### src/rtl/banked_page_buffer_pkg.sv
// banked_page_buffer_pkg
//   Shared types and defaults for the banked page buffer.
//   - bank_state_t : per-bank life cycle EMPTY -> FILLING -> FULL -> EMPTY
//   - DEFAULT_*    : default parameter values for the top and the memory
//   - addr_width() : ceil(log2(depth)), never less than 1
//   Optional feature macro used by the top: BANKED_PAGE_BUFFER_PINGPONG_EN.
package banked_page_buffer_pkg;

  typedef enum logic [1:0] {
    EMPTY   = 2'd0,
    FILLING = 2'd1,
    FULL    = 2'd2
  } bank_state_t;

  localparam int DEFAULT_DATA_W     = 8;
  localparam int DEFAULT_PAGE_DEPTH = 16;
  localparam int DEFAULT_SEQ_ADDR_W = 11;

  // Number of bank slots in the state array; only the first one is used
  // when ping-pong operation is compiled out.
  localparam int MAX_BANKS = 2;

  function automatic int addr_width(input int depth);
    int w;
    w = 1;
    for (int i = 1; i < 31; i++) begin
      if ((32'sd1 << i) < depth) begin
        w = i + 1;
      end else begin
        w = w;
      end
    end
    return w;
  endfunction

endpackage

### src/rtl/banked_page_mem.sv
// banked_page_mem
//   One page of storage: DATA_W x DEPTH, synchronous write, registered read.
//   Written so it maps onto a block RAM with an output register.
//   Ports:
//     clk, rst          clock, asynchronous active-high reset (read register only)
//     wr_en/wr_addr/wr_data   write port
//     rd_en/rd_addr           read request; rd_data updates on the next edge
//     rd_data                 registered read data, holds between reads
module banked_page_mem
  import banked_page_buffer_pkg::*;
#(
  parameter int DATA_W = DEFAULT_DATA_W,
  parameter int DEPTH  = DEFAULT_PAGE_DEPTH,
  localparam int ADDR_W = addr_width(DEPTH)
) (
  input  logic              clk,
  input  logic              rst,
  input  logic              wr_en,
  input  logic [ADDR_W-1:0] wr_addr,
  input  logic [DATA_W-1:0] wr_data,
  input  logic              rd_en,
  input  logic [ADDR_W-1:0] rd_addr,
  output logic [DATA_W-1:0] rd_data
);

  logic [DATA_W-1:0] mem_r [DEPTH];
  logic [DATA_W-1:0] rd_data_r;

  // Storage array write port.
  always_ff @(posedge clk) begin
    if (wr_en) begin
      mem_r[wr_addr] <= wr_data;
    end
  end

  // Output register; only loads on a read so the value holds in between.
  always_ff @(posedge clk or posedge rst) begin
    if (rst) begin
      rd_data_r <= {DATA_W{1'b0}};
    end else if (rd_en) begin
      rd_data_r <= mem_r[rd_addr];
    end
  end

  assign rd_data = rd_data_r;

endmodule

### src/rtl/banked_page_buffer.sv
// banked_page_buffer
//   Fills pages of PAGE_DEPTH words from a strobe/ack sequential source and
//   serves random reads from a completed page.
//   Ports:
//     clk, rst                 clock, asynchronous active-high reset
//     seq__stb / seq__addr     word request towards the sequential source
//     seq__data / seq__ack     returned word, qualified by a one-cycle ack
//     rand__addr/read_en       random read request into the read page
//     rand__flush              release the read page
//     rand__data/valid         registered read data, one-cycle valid pulse
//     rand__page_ready         read page is FULL
//   Macro BANKED_PAGE_BUFFER_PINGPONG_EN: two banks, the next page fills while
//   the current one is read. Undefined: one bank, filling pauses while FULL.
module banked_page_buffer
  import banked_page_buffer_pkg::*;
#(
  parameter int DATA_W     = DEFAULT_DATA_W,
  parameter int PAGE_DEPTH = DEFAULT_PAGE_DEPTH,
  parameter int SEQ_ADDR_W = DEFAULT_SEQ_ADDR_W,
  localparam int RAND_ADDR_W = addr_width(PAGE_DEPTH)
) (
  input  logic                   clk,
  input  logic                   rst,
  output logic                   seq__stb,
  output logic [SEQ_ADDR_W-1:0]  seq__addr,
  input  logic [DATA_W-1:0]      seq__data,
  input  logic                   seq__ack,
  input  logic [RAND_ADDR_W-1:0] rand__addr,
  input  logic                   rand__read_en,
  input  logic                   rand__flush,
  output logic [DATA_W-1:0]      rand__data,
  output logic                   rand__valid,
  output logic                   rand__page_ready
);

`ifdef BANKED_PAGE_BUFFER_PINGPONG_EN
  localparam int NUM_BANKS = 2;
`else
  localparam int NUM_BANKS = 1;
`endif

  bank_state_t            state_r [MAX_BANKS];
  bank_state_t            state_s [MAX_BANKS];
  logic [RAND_ADDR_W-1:0] idx_r, idx_s;
  logic [SEQ_ADDR_W-1:0]  base_r, base_s;
  logic                   wr_bank_r, wr_bank_s;
  logic                   rd_bank_r, rd_bank_s;
  logic                   stb_r, stb_s;
  logic [SEQ_ADDR_W-1:0]  addr_r;
  logic                   valid_r;
  logic                   ready_r, ready_s;
  logic                   rd_sel_r;

  logic                   ack_ok_s;
  logic                   flush_ok_s;
  logic                   read_ok_s;
  logic                   last_word_s;
  logic [DATA_W-1:0]      bank_rd_data_s [MAX_BANKS];

  // An ack only counts while a request is outstanding; stale acks fall away.
  assign ack_ok_s    = seq__ack & stb_r;
  assign flush_ok_s  = rand__flush & (state_r[rd_bank_r] == FULL);
  // Flush has priority over a read in the same cycle; reads are spaced by
  // the valid pulse so at most one is in flight.
  assign read_ok_s   = rand__read_en & (state_r[rd_bank_r] == FULL) & ~valid_r & ~rand__flush;
  assign last_word_s = (idx_r == RAND_ADDR_W'(PAGE_DEPTH - 1));

  // Next state of the bank FSMs, fill counters and bank pointers.
  always_comb begin
    state_s   = state_r;
    idx_s     = idx_r;
    base_s    = base_r;
    wr_bank_s = wr_bank_r;
    rd_bank_s = rd_bank_r;

    if (ack_ok_s) begin
      if (last_word_s) begin
        state_s[wr_bank_r] = FULL;
        idx_s              = {RAND_ADDR_W{1'b0}};
        base_s             = base_r + SEQ_ADDR_W'(PAGE_DEPTH);
`ifdef BANKED_PAGE_BUFFER_PINGPONG_EN
        wr_bank_s          = ~wr_bank_r;
`else
        wr_bank_s          = wr_bank_r;
`endif
      end else begin
        idx_s = idx_r + RAND_ADDR_W'(1);
      end
    end else if (state_r[wr_bank_r] == EMPTY) begin
      state_s[wr_bank_r] = FILLING;
    end else begin
      state_s[wr_bank_r] = state_r[wr_bank_r];
    end

    // The flushed bank is always FULL, so it never collides with the
    // fill-side transition above, which only touches EMPTY/FILLING banks.
    if (flush_ok_s) begin
      state_s[rd_bank_r] = EMPTY;
`ifdef BANKED_PAGE_BUFFER_PINGPONG_EN
      rd_bank_s          = ~rd_bank_r;
`else
      rd_bank_s          = rd_bank_r;
`endif
    end else begin
      rd_bank_s = rd_bank_r;
    end

    // The strobe drops for one cycle after each accepted ack.
    if (ack_ok_s) begin
      stb_s = 1'b0;
    end else begin
      stb_s = (state_s[wr_bank_s] == FILLING);
    end

    ready_s = (state_s[rd_bank_s] == FULL);
  end

  // Bank state, counters and pointers.
  always_ff @(posedge clk or posedge rst) begin
    if (rst) begin
      for (int b = 0; b < MAX_BANKS; b++) begin
        state_r[b] <= EMPTY;
      end
      idx_r     <= {RAND_ADDR_W{1'b0}};
      base_r    <= {SEQ_ADDR_W{1'b0}};
      wr_bank_r <= 1'b0;
      rd_bank_r <= 1'b0;
    end else begin
      state_r   <= state_s;
      idx_r     <= idx_s;
      base_r    <= base_s;
      wr_bank_r <= wr_bank_s;
      rd_bank_r <= rd_bank_s;
    end
  end

  // Registered outputs and the read-bank select for the data mux.
  always_ff @(posedge clk or posedge rst) begin
    if (rst) begin
      stb_r    <= 1'b0;
      addr_r   <= {SEQ_ADDR_W{1'b0}};
      valid_r  <= 1'b0;
      ready_r  <= 1'b0;
      rd_sel_r <= 1'b0;
    end else begin
      stb_r    <= stb_s;
      addr_r   <= base_s + SEQ_ADDR_W'(idx_s);
      valid_r  <= read_ok_s;
      ready_r  <= ready_s;
      rd_sel_r <= read_ok_s ? rd_bank_r : rd_sel_r;
    end
  end

  for (genvar b = 0; b < MAX_BANKS; b++) begin : g_bank
    if (b < NUM_BANKS) begin : g_mem
      banked_page_mem #(
        .DATA_W (DATA_W),
        .DEPTH  (PAGE_DEPTH)
      ) u_mem (
        .clk     (clk),
        .rst     (rst),
        .wr_en   (ack_ok_s && (wr_bank_r == 1'(b))),
        .wr_addr (idx_r),
        .wr_data (seq__data),
        .rd_en   (read_ok_s && (rd_bank_r == 1'(b))),
        .rd_addr (rand__addr),
        .rd_data (bank_rd_data_s[b])
      );
    end else begin : g_none
      assign bank_rd_data_s[b] = {DATA_W{1'b0}};
    end
  end

  assign seq__stb         = stb_r;
  assign seq__addr        = addr_r;
  assign rand__data       = bank_rd_data_s[rd_sel_r];
  assign rand__valid      = valid_r;
  assign rand__page_ready = ready_r;

endmodule
### config.mk
export PLATFORM = sky130hd
export DESIGN_NAME = banked_page_buffer
export DESIGN_NICKNAME = d
export VERILOG_FILES = /design/src/rtl/banked_page_buffer_pkg.sv /design/src/rtl/banked_page_mem.sv /design/src/rtl/banked_page_buffer.sv
export SDC_FILE = /design/constraint.sdc
export NUM_CORES = 1
export LEC_CHECK = 0
export BUFFER_PORTS_ARGS = -buffer_cell sky130_fd_sc_hd__buf_2
export CORE_UTILIZATION = 54
export DETAILED_ROUTE_END_ITERATION = 8
export PLACE_DENSITY = 0.75
export SYNTH_ARGS = -nofsm -noshare
export SYNTH_HDL_FRONTEND = slang
export SYNTH_HIERARCHICAL = 1
export SYNTH_SLANG_ARGS = --single-unit
### constraint.sdc
create_clock -name clk -period 2.1 [get_ports clk]
set_input_delay 0.63 -clock clk [delete_from_list [all_inputs] [get_ports clk]]
set_output_delay 0.63 -clock clk [all_outputs]
set_load 0.01 [all_outputs]
==> results_dict.tcl <==
set metrics [dict create \
    powerDensity_nw_per_um2 1023 \
    cp_top_family "flip-flops" \
    pin_count 39 \
    syn_to_final_growth_pct 17.76 \
    skew_ns 0.006211 \
    die_h_um 107.8 \
    numCtsBuffers 17 \
    grtUsageMet2_pct 33.84 \
    synth_edf_count 128 \
    syn-num-nets 322 \
    clockPowerShare_pct 38.0 \
    cp-end-kind "primary output" \
    worstPathRequired_ns 1.47 \
    die_area_um2 11620 \
    hpwl_mm 7.352 \
    clk_pin_slew_ns 0.06 \
    crit_chain "buf_2" \
    arrival_ns 1.25 \
    r2r_slack_ns 0.39 \
    status "complete, no violations" \
    grt_max_degree 24 \
    period_share_pct 89.37 \
    power.share.sequential_pct 50.1 \
    grt_use_met3_pct 7.385 \
    comb_power_share_pct 12.0 \
    fin_nets 395 \
    rsz0062_at_grt "no" \
    cts.sinks 152 \
    grt_remaining_overflow 0 \
    via_per_inst 5.790 \
    hold_viol_final 0 \
    finalMaxSlewViolations 0 \
    postCtsHoldBufs 0 \
    finalSetupViolations 0 \
    cap_violations 0 \
    vdd_drop_max_mv 0.4892 \
    drt_iter0_drc 176 \
    cp-start-kind "flip-flop" \
    ys_types 35 \
    via_count 3063 \
    synthArstFlopShare_pct 15.79 \
    drive_gt1_share_pct 35.99 \
    clock_latency_ns 0.52 \
    p_leak_nw 2.611 \
    gp_congestion 0.7763 \
    fin_ws_ns 0.2231 \
    ctsResizeCount 0 \
    clockRootBuffer "clkbuf_8" \
    drt-total-wl_mm 11.22 \
    grt-busiest-layer "met2" \
    fillers 706 \
    start_util_pct 55.50 \
    whs_ns 0.1171 \
    core-area_um2 10890 \
    clock_path_buffers 2 \
    ys_warn_count 6 \
    worst_pin_slew_ns 0.6006 \
    stdcell_count 529 \
    wl_per_cell_um 21.20 \
    hp-class "input pin to asynchronous set/reset pin" \
    synth_seq_cells 152 \
    grt_pass1_wl_mm 17.28 \
    die_x_um 107.8 \
    max_freq_mhz 532.8 \
    cts_tree "yes" \
    seq_area_frac_synth_pct 73.54 \
    critPathMaxStageDelay_ns 0.53 \
    grt_antenna_before_repair 0 \
    ys_dominant_reg_cell "edfxtp_1" \
    synth_area_um2 6043 \
    cp_slowest_cell "dfrtp_1" \
    rows 38 \
    grt_use_total_pct 21.64 \
    dp_cells 497 \
    synth_area_per_cell_um2 19.94 \
    dr.pass1.iters 4 \
    p_sw_mw 1.696 \
    pre_cts_ws_ns 0.07847 \
    portBuffers 38 \
    crit_buf_inv 1 \
    intPower_mw 5.583 \
    ant_nets 0 \
    grt_util_met1_pct 27.59 \
    drc_errors 0 \
    synth_cells 303 \
    min_period_ns 1.877 \
    diodes 0 \
    critPathMaxFanout 9 \
    slew_headroom_pct 59.92 \
    post_cts_buffers 0 \
    crit_type "flip-flop to primary output" \
    first_global_vias 3141 \
    htree_levels 4 \
    switching_share_pct 23.30 \
]
-- registers in the layout (all words and copies together) (netlist names) --
signal	cells
g_bank.g_mem.u_mem/mem_r	128
seq__addr	11
g_bank.g_mem.u_mem/rd_data	8
state_r	2
rand__page_ready	1
rand__valid	1
seq__stb	1
-- final timing paths --
check                                         start                                      endpoint  depth (start not counted)
max                        seq__addr[2]$_DFFE_PP0N_                                  seq__addr[2]                          1
min                                             rst  g_bank[0].g_mem.u_mem/rd_data[3]$_DFFE_PP0P_                          2
max in group asynchronous                       rst                          state_r[3]$_DFF_PP0_                          2
min in group clk                           seq__ack                            seq__stb$_DFF_PP0_                          3
min reg2reg                    state_r[3]$_DFF_PP0_                            seq__stb$_DFF_PP0_                          1
max reg2reg                      seq__stb$_DFF_PP0_   g_bank[0].g_mem.u_mem/mem_r[0][5]$_DFFE_PP_                          5
-- per-layer routing --
metal	share of wire (%)	wire [um]	vias up
met5	0	0	-
met4	1.3	146	0
met3	6.9	770	11
met2	51	5685	112
met1	41	4612	1571
li1	-	-	1369
-- layout make-up --
type	instances	area (um2)	share of cell area (%)
clock buffer	22	442.9	6.224
clock inverter	10	102.6	1.442
inverter	6	22.52	0.3165
multi-input combinational	131	1464	20.57
sequential	152	4444	62.45
tap	140	175.2	2.461
timing repair buffer	68	465.4	6.540
-- synth_stat cells (6+ instances only) --
cell,instances,area share (%)
inv_1,6,0.37
mux4_1,6,2.6
nor3_1,7,0.58
mux2i_1,8,1.3
edfxtp_1,128,64
o22ai_1,7,0.72
dfrtp_1,24,9.9
nand2_1,10,0.62
a221oi_2,8,2.0
mux4_2,26,9.7
nor2_1,22,1.4
-- per-stage QoR --
stage / power (mW) / setup TNS (ns) / area (um2) / utilization (%)
2_1_floorplan: 4.200 / -3.344 / 6053 / -
3_3_place_gp: 4.538 / 0 / 6571 / 60.35
3_5_place_dp: 4.578 / 0 / 6571 / 60.35
4_1_cts: 7.333 / 0 / 7117 / 65.36
5_1_grt: 7.546 / 0 / 7117 / 65.36
6_report: 7.279 / 0 / 7117 / 65.36
-- cells in the final DEF (no fill, tap or decap), drive strengths merged --
master and instances:
edfxtp 128, buf 68, mux4 32, dfrtp 24, nor2 23, clkbuf 22
nand2 10, mux2i 8, a221oi 8, o22ai 8, nor3 7, inv 6
clkinv 6, xor2 5, nand3 5, nand2b 4, o21ai 3, nor4 2
xnor2 2, a21oi 2, mux2 2, ha 2, clkinvlp 2, bufinv 2
nand3b 2, o22a 1, nor4b 1, nand4 1, or2 1, and2 1
or3b 1
-- cells by family (layout without fill, tap and decap cells) --
kind of cell / after synthesis / count (layout) / synth area share, %
compound gates: 22 / 22 / 3.478
xor+xnor: 7 / 7 / 1.015
fa+ha+maj: 2 / 2 / 0.4140
buf+inv: 20 / 106 / 2.505
flops: 152 / 152 / 73.54
mux: 42 / 42 / 14.00
simple gates: 58 / 58 / 5.052
-- power by group through the flow --
| stage | registers, mW | clock network [mW] | logic, mW |
|---|---|---|---|
| floorplan | 3.75 | 0 | 0.451 |
| global placement | 3.69 | 0 | 0.843 |
| detailed placement | 3.70 | 0 | 0.874 |
| CTS | 3.65 | 2.81 | 0.876 |
| global route | 3.67 | 2.94 | 0.944 |
| finish | 3.64 | 2.76 | 0.870 |
No activity file was read; power rests on OpenSTA's default activity.
